$ cat src/rtl/hazard_scoreboard_pkg.sv
// hazard_pkg: shared types and constants for the hazard scoreboard.
// The stage entry is sized for up to 256 registers and 15 tracked stages.
// Narrower design parameters are zero-extended into these fields.
package hazard_pkg;

  localparam int FWD_RF   = 0;
  localparam int RDY_ALU  = 1;
  localparam int RDY_LOAD = 2;

  localparam int HZ_RD_W  = 8;
  localparam int HZ_SEL_W = 4;

  typedef struct packed {
    logic                valid;
    logic                regwrite;
    logic [HZ_RD_W-1:0]  rd;
    logic [HZ_SEL_W-1:0] rdy_stage;
  } hz_entry_t;

endpackage

$ cat src/rtl/hazard_scoreboard_if.sv
// ID-side bundle of the hazard scoreboard.
// master: the ID stage and pipeline control.
// slave:  the scoreboard.
interface hazard_scoreboard_if #(
  parameter int NREGS  = 32,
  parameter int NSTAGE = 2,
  parameter int NSRC   = 2
);
  localparam int REG_W = $clog2(NREGS);
  localparam int SEL_W = $clog2(NSTAGE + 1);

  logic                    id_valid;
  logic                    id_regwrite;
  logic [REG_W-1:0]        id_rd;
  logic [SEL_W-1:0]        id_rdy_stage;
  logic [NSRC*REG_W-1:0]   id_rs;
  logic [NSRC-1:0]         id_rs_used;
  logic                    hold;
  logic                    flush;
  logic                    stall;
  logic [NSRC*SEL_W-1:0]   fwd_sel;
  logic [31:0]             stall_cnt;

  modport master (
    output id_valid, id_regwrite, id_rd, id_rdy_stage, id_rs, id_rs_used, hold, flush,
    input  stall, fwd_sel, stall_cnt
  );

  modport slave (
    input  id_valid, id_regwrite, id_rd, id_rdy_stage, id_rs, id_rs_used, hold, flush,
    output stall, fwd_sel, stall_cnt
  );
endinterface

$ cat src/rtl/hazard_scoreboard_match.sv
// hazard_match: priority matcher for one source operand against all tracked
// stages. The youngest (lowest-numbered) writer of the register wins; if that
// writer has not reached its ready stage the source is a hazard instead.
module hazard_match
  import hazard_pkg::*;
#(
  parameter int NSTAGE = 2,
  parameter int REG_W  = 5,
  parameter int SEL_W  = 2
) (
  input  logic             en,
  input  logic [REG_W-1:0] rs,
  input  hz_entry_t        stages [1:NSTAGE],
  output logic [SEL_W-1:0] sel,
  output logic             hazard
);

  // Scan from stage 1 upward; the first hit blocks all older stages.
  always_comb begin
    logic found;
    found  = 1'b0;
    sel    = SEL_W'(FWD_RF);
    hazard = 1'b0;
    if (en && rs != '0) begin
      for (int k = 1; k <= NSTAGE; k++) begin
        if (!found && stages[k].valid && stages[k].regwrite &&
            stages[k].rd == HZ_RD_W'(rs)) begin
          found = 1'b1;
          if (HZ_SEL_W'(k) >= stages[k].rdy_stage)
            sel = SEL_W'(k);
          else
            hazard = 1'b1;
        end
      end
    end
  end

endmodule

$ cat src/rtl/hazard_scoreboard.sv
// hazard_scoreboard: tracks destinations of in-flight instructions, resolves
// operand forwarding for the ID instruction and stalls on not-yet-ready results.
// Optional feature: define HAZARD_PERF_EN to build the saturating stall_cnt
// counter; otherwise stall_cnt is tied to zero.
module hazard_scoreboard
  import hazard_pkg::*;
#(
  parameter int NREGS  = 32,
  parameter int NSTAGE = 2,
  parameter int NSRC   = 2
) (
  input  logic                clk,
  input  logic                rst_n,
  hazard_scoreboard_if.slave  bus
);

  localparam int REG_W = $clog2(NREGS);
  localparam int SEL_W = $clog2(NSTAGE + 1);

  hz_entry_t        stage_q [1:NSTAGE];
  hz_entry_t        id_entry;
  logic [NSRC-1:0]  src_hazard;
  logic [SEL_W-1:0] sel_arr [NSRC];
  logic [SEL_W-1:0] rdy_clamped;
  logic             stall_int;

  // Out-of-range ready stages: 0 behaves as ALU, beyond the pipe as last stage.
  always_comb begin
    rdy_clamped = bus.id_rdy_stage;
    if (bus.id_rdy_stage == '0)
      rdy_clamped = SEL_W'(RDY_ALU);
    else if (bus.id_rdy_stage > SEL_W'(NSTAGE))
      rdy_clamped = SEL_W'(NSTAGE);
  end

  for (genvar g = 0; g < NSRC; g++) begin : g_src
    hazard_match #(
      .NSTAGE (NSTAGE),
      .REG_W  (REG_W),
      .SEL_W  (SEL_W)
    ) u_match (
      .en     (bus.id_valid && bus.id_rs_used[g]),
      .rs     (bus.id_rs[g*REG_W +: REG_W]),
      .stages (stage_q),
      .sel    (sel_arr[g]),
      .hazard (src_hazard[g])
    );
  end

  // Pack per-source selects onto the bus.
  always_comb begin
    bus.fwd_sel = '0;
    for (int i = 0; i < NSRC; i++)
      bus.fwd_sel[i*SEL_W +: SEL_W] = sel_arr[i];
  end

  // Flush and hold both override a hazard.
  assign stall_int = (|src_hazard) && !bus.flush && !bus.hold;
  assign bus.stall = stall_int;

  // Entry presented to stage 1; a stalled or flushed instruction becomes a bubble.
  always_comb begin
    id_entry           = '0;
    id_entry.valid     = bus.id_valid && !stall_int && !bus.flush;
    id_entry.regwrite  = bus.id_regwrite;
    id_entry.rd        = HZ_RD_W'(bus.id_rd);
    id_entry.rdy_stage = HZ_SEL_W'(rdy_clamped);
  end

  // Stage shift register; frozen while hold is asserted, last stage retires.
  always_ff @(posedge clk or negedge rst_n) begin
    if (!rst_n) begin
      for (int k = 1; k <= NSTAGE; k++)
        stage_q[k] <= '0;
    end else if (!bus.hold) begin
      for (int k = NSTAGE; k >= 2; k--)
        stage_q[k] <= stage_q[k-1];
      stage_q[1] <= id_entry;
    end
  end

`ifdef HAZARD_PERF_EN
  logic [31:0] stall_cnt_q;

  // Saturating count of stall cycles, cleared only by reset.
  always_ff @(posedge clk or negedge rst_n) begin
    if (!rst_n)
      stall_cnt_q <= '0;
    else if (stall_int && stall_cnt_q != 32'hFFFF_FFFF)
      stall_cnt_q <= stall_cnt_q + 32'd1;
  end

  assign bus.stall_cnt = stall_cnt_q;
`else
  assign bus.stall_cnt = 32'd0;
`endif

endmodule

$ cat src/flat_wrapper.sv
// flat-port wrapper written by rule: the top's interface ports become plain ports
module hazard_scoreboard_flat import hazard_pkg::*;
#(
  parameter int NREGS  = 32,
  parameter int NSTAGE = 2,
  parameter int NSRC   = 2
)
  (clk, rst_n, bus_id_valid, bus_id_regwrite, bus_id_rd, bus_id_rdy_stage, bus_id_rs, bus_id_rs_used, bus_hold, bus_flush, bus_stall, bus_fwd_sel, bus_stall_cnt);
  hazard_scoreboard_if #(.NREGS(NREGS), .NSTAGE(NSTAGE), .NSRC(NSRC)) bus_i ();
  input  logic clk;
  input  logic rst_n;
  input wire logic [$bits(bus_i.id_valid)-1:0] bus_id_valid;
  input wire logic [$bits(bus_i.id_regwrite)-1:0] bus_id_regwrite;
  input wire logic [$bits(bus_i.id_rd)-1:0] bus_id_rd;
  input wire logic [$bits(bus_i.id_rdy_stage)-1:0] bus_id_rdy_stage;
  input wire logic [$bits(bus_i.id_rs)-1:0] bus_id_rs;
  input wire logic [$bits(bus_i.id_rs_used)-1:0] bus_id_rs_used;
  input wire logic [$bits(bus_i.hold)-1:0] bus_hold;
  input wire logic [$bits(bus_i.flush)-1:0] bus_flush;
  output wire logic [$bits(bus_i.stall)-1:0] bus_stall;
  output wire logic [$bits(bus_i.fwd_sel)-1:0] bus_fwd_sel;
  output wire logic [$bits(bus_i.stall_cnt)-1:0] bus_stall_cnt;
  assign bus_i.id_valid = bus_id_valid;
  assign bus_i.id_regwrite = bus_id_regwrite;
  assign bus_i.id_rd = bus_id_rd;
  assign bus_i.id_rdy_stage = bus_id_rdy_stage;
  assign bus_i.id_rs = bus_id_rs;
  assign bus_i.id_rs_used = bus_id_rs_used;
  assign bus_i.hold = bus_hold;
  assign bus_i.flush = bus_flush;
  assign bus_stall = bus_i.stall;
  assign bus_fwd_sel = bus_i.fwd_sel;
  assign bus_stall_cnt = bus_i.stall_cnt;
  hazard_scoreboard #(.NREGS(NREGS), .NSTAGE(NSTAGE), .NSRC(NSRC)) u_core (.clk(clk), .rst_n(rst_n), .bus(bus_i));
endmodule
$ cat config.mk
export PLATFORM = sky130hd
export DESIGN_NAME = hazard_scoreboard_flat
export DESIGN_NICKNAME = d
export VERILOG_FILES = /design/src/rtl/hazard_scoreboard_pkg.sv /design/src/rtl/hazard_scoreboard_if.sv /design/src/rtl/hazard_scoreboard_match.sv /design/src/rtl/hazard_scoreboard.sv /design/src/flat_wrapper.sv
export SDC_FILE = /design/constraint.sdc
export NUM_CORES = 1
export LEC_CHECK = 0
export CAP_MARGIN = 10
export CORE_MARGIN = 1
export CORE_UTILIZATION = 40
export DETAILED_ROUTE_END_ITERATION = 6
export PLACE_DENSITY = 0.9
export RECOVER_POWER = 25
export SYNTH_ARGS = -nofsm -noshare
export SYNTH_HDL_FRONTEND = slang
export SYNTH_SLANG_ARGS = --single-unit
$ cat constraint.sdc
create_clock -name clk -period 1.95 [get_ports clk]
set_input_delay 0.2925 -clock clk [delete_from_list [all_inputs] [get_ports clk]]
set_output_delay 0.2925 -clock clk [all_outputs]
set_load 0.01 [all_outputs]
### Word-level counts from Yosys, hierarchy flattened

Cells that the tools add are included.

| storage, ports and cells | value |
|---|---|
| flip-flop bits (word level) | 18 |
| input bits | 25 |
| word-level logic and storage cells | 65 |
| output and inout port bits | 37 |

| operators by class | value |
|---|---|
| reduce and logical (&&, ||, !) cells | 26 |
| mux-type cells | 24 |
| magnitude comparators | 3 |
| equal/unequal tests | 4 |

Operator list:

| operator | count |
|---|---|
| 5-bit equality test | 4 |
| 2-bit two-way mux | 9 |
| 1-bit logical AND | 17 |
| 1-bit two-way mux | 15 |
| 5-bit nonzero test | 2 |
| 1-bit zero test | 5 |
| 1-bit by 2-bit greater-or-equal comparator with 1-bit output (first input constant) | 1 |
| 2-bit greater-or-equal comparator (first input constant) | 1 |
| 2-bit greater-than comparator (second input constant) | 1 |
| 2-bit zero test | 1 |
| 2-bit OR reduction | 1 |

### Logic depth before layout (Yosys ltp)

| depth | value |
|---|---|
| depth in word-level cells | 16 |
| mapped depth | 6 |
| depth with buffers taken out | 6 |

### Hierarchy

Synthesis repeated with hierarchy kept, for this count alone.

| second synthesis, totals | value |
|---|---|
| cell total of the unflattened synthesis | 131 |
| area total of the unflattened synthesis | 1448.9 sq um |

Modules (own cells, without submodules):

| module | times used | area an instance (sq um) | seq. area each (sq um) | cells an instance |
|---|---|---|---|---|
| hazard_scoreboard | 1 | 1001.0 | 450.4 | 77 |
| hazard_match | 2 | 224.0 | 0.0 | 27 |

### Least setup slack after synthesis

OpenSTA, ideal clock, no wires.

| timing | value |
|---|---|
| path type | register -> output |
| start point | register u_core.stage_q[22] in the netlist's numbering |
| end point | output bus_stall |
| stages on the path, launching flop included | 7 |
| required time | 1.657 ns |
| slack | 0.113 ns |
| buffers on the path | 0 |
| arrival | 1.544 ns |
| cell sequence | dfrtp_1 -> xor2_1 -> nor4_1 -> nand4_1 -> and2b_1 -> a221oi_2 -> nor3_1 |

| on the way | value |
|---|---|
| longest elaborated chain between the ends | 13 |
| elaborated cells on any way between the ends | 27 |
| those cells by class | 2 x eq/ne; 12 x mux; 13 x reduce/logical |

RTL lines:

| what | line | source |
|---|---|---|
| from (decl) | hazard_scoreboard.sv:20 | `hz_entry_t stage_q [1:NSTAGE];` |
| from (signal, indexed assignment) | hazard_scoreboard.sv:77 | `stage_q[k] <= stage_q[k-1];` |
| 5-bit equality test | hazard_scoreboard_match.sv:27 | `stages[k].rd == HZ_RD_W'(rs)) begin` |
| 1-bit logical AND | hazard_scoreboard_match.sv:26 | `if (!found && stages[k].valid && stages[k].regwrite &&` |
| 1-bit two-way mux | hazard_scoreboard_match.sv:26 |  |
| 1-bit two-way mux | hazard_scoreboard_match.sv:24 | `if (en && rs != '0) begin` |
| 1-bit zero test | hazard_scoreboard_match.sv:26 |  |
| 1-bit logical AND (3 in series) | hazard_scoreboard_match.sv:26 |  |
| 1-bit two-way mux | hazard_scoreboard_match.sv:26 |  |
| 1-bit two-way mux | hazard_scoreboard_match.sv:24 |  |
| 2-bit OR reduction (*) | hazard_scoreboard.sv:58 | `assign stall_int = (\|src_hazard) && !bus.flush && !bus.hold;` |
| 1-bit logical AND (*) (2 in series) | hazard_scoreboard.sv:58 |  |
| to (decl) | flat_wrapper.sv:20 | `output wire logic [$bits(bus_i.stall)-1:0] bus_stall;` |

Every way passes the cells marked *; elsewhere a longest branch is shown, timed or not. The select of a mux whose other input is x is not followed.

### Final worst setup path

| timing | value |
|---|---|
| start point | register u_core.stage_q[19] in the netlist's numbering |
| end point | output bus_stall |

Same word-level chain as after synthesis.

==> flow_summary.toml <==
[clock_network]
postCtsHoldBufs = 0
cts_tree = "done"
htree_levels = 1
numCtsBuffers = 3
cts_buffer_depth = 2
cts_sinks = 18
worstSkewPairLatency_ns = 0.30
clkTransAtPathRegs_ns = 0.11
cts-root-buf = "clkbuf_4"

[floorplanning]
rows = 19
core_area_um2 = 2850
die_h_um = 58.0
die_area_um2 = 3360
start_util_pct = 43.9
die_width_um = 58.0
io_pins = 62

[sta]
rsz0062_at_grt = "true"
hold_violations = 0
hold_slack_ns = 0.494
slew_headroom_pct = 34.0
max_freq_mhz = 387
setup_ws_ns = -0.634
period_needed_ns = 2.58
min_period_over_period_pct = 133
worst_pin_slew_ns = 0.990
maxSlewViolCount = 0
setup-violations-final = 6
worst_clock_skew_ns = 0.00366

[final_layout]
regMostFlops = "u_core.stage_q"
top_regs = "u_core.stage_q x18"
area_delta_synth_final_pct = 40.5
fillers = 242
drive_gt1_share_pct = 38.7
layout_common_cells = "32 x conb_1, 27 x buf_4, 18 x dfrtp_1"
antenna_cells = 0
largest_reg_flops = 18
final_nets = 207
fin_area_um2 = 1760
stdcell_count = 212
final_core_util_pct = 61.8
final_common_cell = "conb_1"

[worst_setup_path]
path_class = "reg -> out"
cp_max_fo = 2
cp_cell_sequence = "xor2_1 > nor4_2 > nand4_1 > buf_4 > and2b_1 > a221oi_2 > nor3_2 > buf_2"
crit_path_end_kind = "output pin"
slowest_delay_ns = 0.41
worst-endpoint-required_ns = 1.66
crit_slowest_cell = "dfrtp_1"
arrival_ns = 2.29
cp-start-kind = "flip-flop"

[synthesis]
yosysUniqueCellTypes = 26
synth.avg_cell_area_um2 = 10.5
ys_seq_area_share_pct = 35.9
yosysWarnings = 0
yosys.area.top_type = "dfrtp_1"
synth_top_area_share_pct = 35.9
syn_area_um2 = 1250
ys_ff_latch = 18
synth_area_leaders = "dfrtp_1 36%, buf_4 20%, mux2_2 13%"
synthCells = 119

[global_route]
grt_max_degree = 21
grt_overflow_total = 0
grt_pass1_wl_um = 4770
grt_pass1_vias = 1044
antenna_found_initial = 0
grt_use_total_pct = 19.1

[routing]
met1_length_um = 1190
drt_iter0_markers = 24
first_pass_iters = 6
drt-wirelength-per-cell_um = 14.0
final_antenna_net_count = 0
wl_met2_um = 1560
routed.top_layer = "met4"
wl_um = 2980
wl_met3_um = 143
post_drt_via_cell_ratio = 4.76
dr_total_vias = 1009
drcViolationCount = 5

[place]
dp.cells = 200
dpl-instance-area_um2 = 1630
dp_hpwl_um = 2090
gp_congestion = 0.802
io_buffers = 28

[power_and_ir_drop]
p_total_uw = 1010
power.ir.vdd_worst_mv = 0.496
power.density_nw_per_um2 = 575
leakagePower_uw = 0.000825

[run_status]
outcome = "finished, violations left"
violations = "DRC, setup timing"

[hold_path]
hp-class = "reg -> reg"

[job]
cap_violations = 0
==> metrics by stage <==
step                      worst slack, ns  TNS (ns)
after detailed placement            -1.02     -4.46
after floorplan                     0.113         0
final                              -0.634     -1.87
after global placement             -0.860     -3.86
after CTS                          -0.580     -1.69
after global routing               -0.715     -2.30
==> where the power goes <==
group / total [µW] / switching, µW / internal, µW
Clock: 234 / 120 / 114
Combinational: 324 / 148 / 176
Sequential: 456 / 38.2 / 418
Total: 1010 / 306 / 707
==> logic make-up after synthesis <==
family / share of synthesized area [%]
buffers and inverters: 20.4
and+or+nand+nor: 9.78
muxes: 14.3
DFF: 35.9
other: 0.299
xor gates and xnor gates: 14.0
AOI/OAI and AO/OA: 5.39
==> critical path, delay by kind of cell, from the launching register on <==
kind	cells	cell delay, ns
AOI/OAI and AO/OA	1	0.33
buffers and inverters	2	0.31
DFF	1	0.41
xor gates and xnor gates	1	0.16
and+or+nand+nor	4	0.78
==> Yosys cell counts (all sizes together) <==
cell,n
nand2,3
xnor2,10
o21ai,2
nand4,3
or3,1
buf,33
dfrtp,18
nor4,3
and2b,1
clkbuf,1
a32o,1
nor2,3
mux2i,1
o211ai,3
nor3b,1
conb,1
or4,2
mux2,15
nand3,1
a221oi,1
inv,1
nor3,3
xor2,10
and3,1
==> final timing paths <==
check / to / startpoint / slack, ns / depth (start not counted)
min reg2reg: u_core.stage_q[0] / u_core.stage_q[0] / 0.49 / 2
max reg2reg: u_core.stage_q[27] / u_core.stage_q[19] / -0.12 / 7
min: u_core.stage_q[0] / u_core.stage_q[0] / 0.49 / 2
max: bus_stall / u_core.stage_q[19] / -0.63 / 8
max in group asynchronous: u_core.stage_q[7] / rst_n / 0.69 / 2
min in group asynchronous: u_core.stage_q[0] / rst_n / 0.66 / 2
==> timing repair <==
item / CTS / global route
setup buffers: 11 / 2
cloned: 0 / 0
gates resized for setup: 43 / 2
pin swaps: 13 / 8
setup endpoints to repair: 6 / 6
==> cell type report <==
class / count / area [µm²] / share of cell area, %
multi-input cells: 97 / 724 / 41.1
repair buffers: 61 / 508 / 28.8
well taps: 31 / 38.8 / 2.20
inverters: 1 / 3.75 / 0.213
clock buffers: 4 / 36.3 / 2.06
flip-flops and latches: 18 / 450 / 25.6
==> per-layer routing <==
metal / vias to the layer above / GRT usage [%]
li1: 475 / -
met1: 479 / 20.9
met2: 47 / 34.0
met3: 8 / 3.57
met4: 0 / 11.6
met5: - / 0
(Power assumes the default switching activity.)
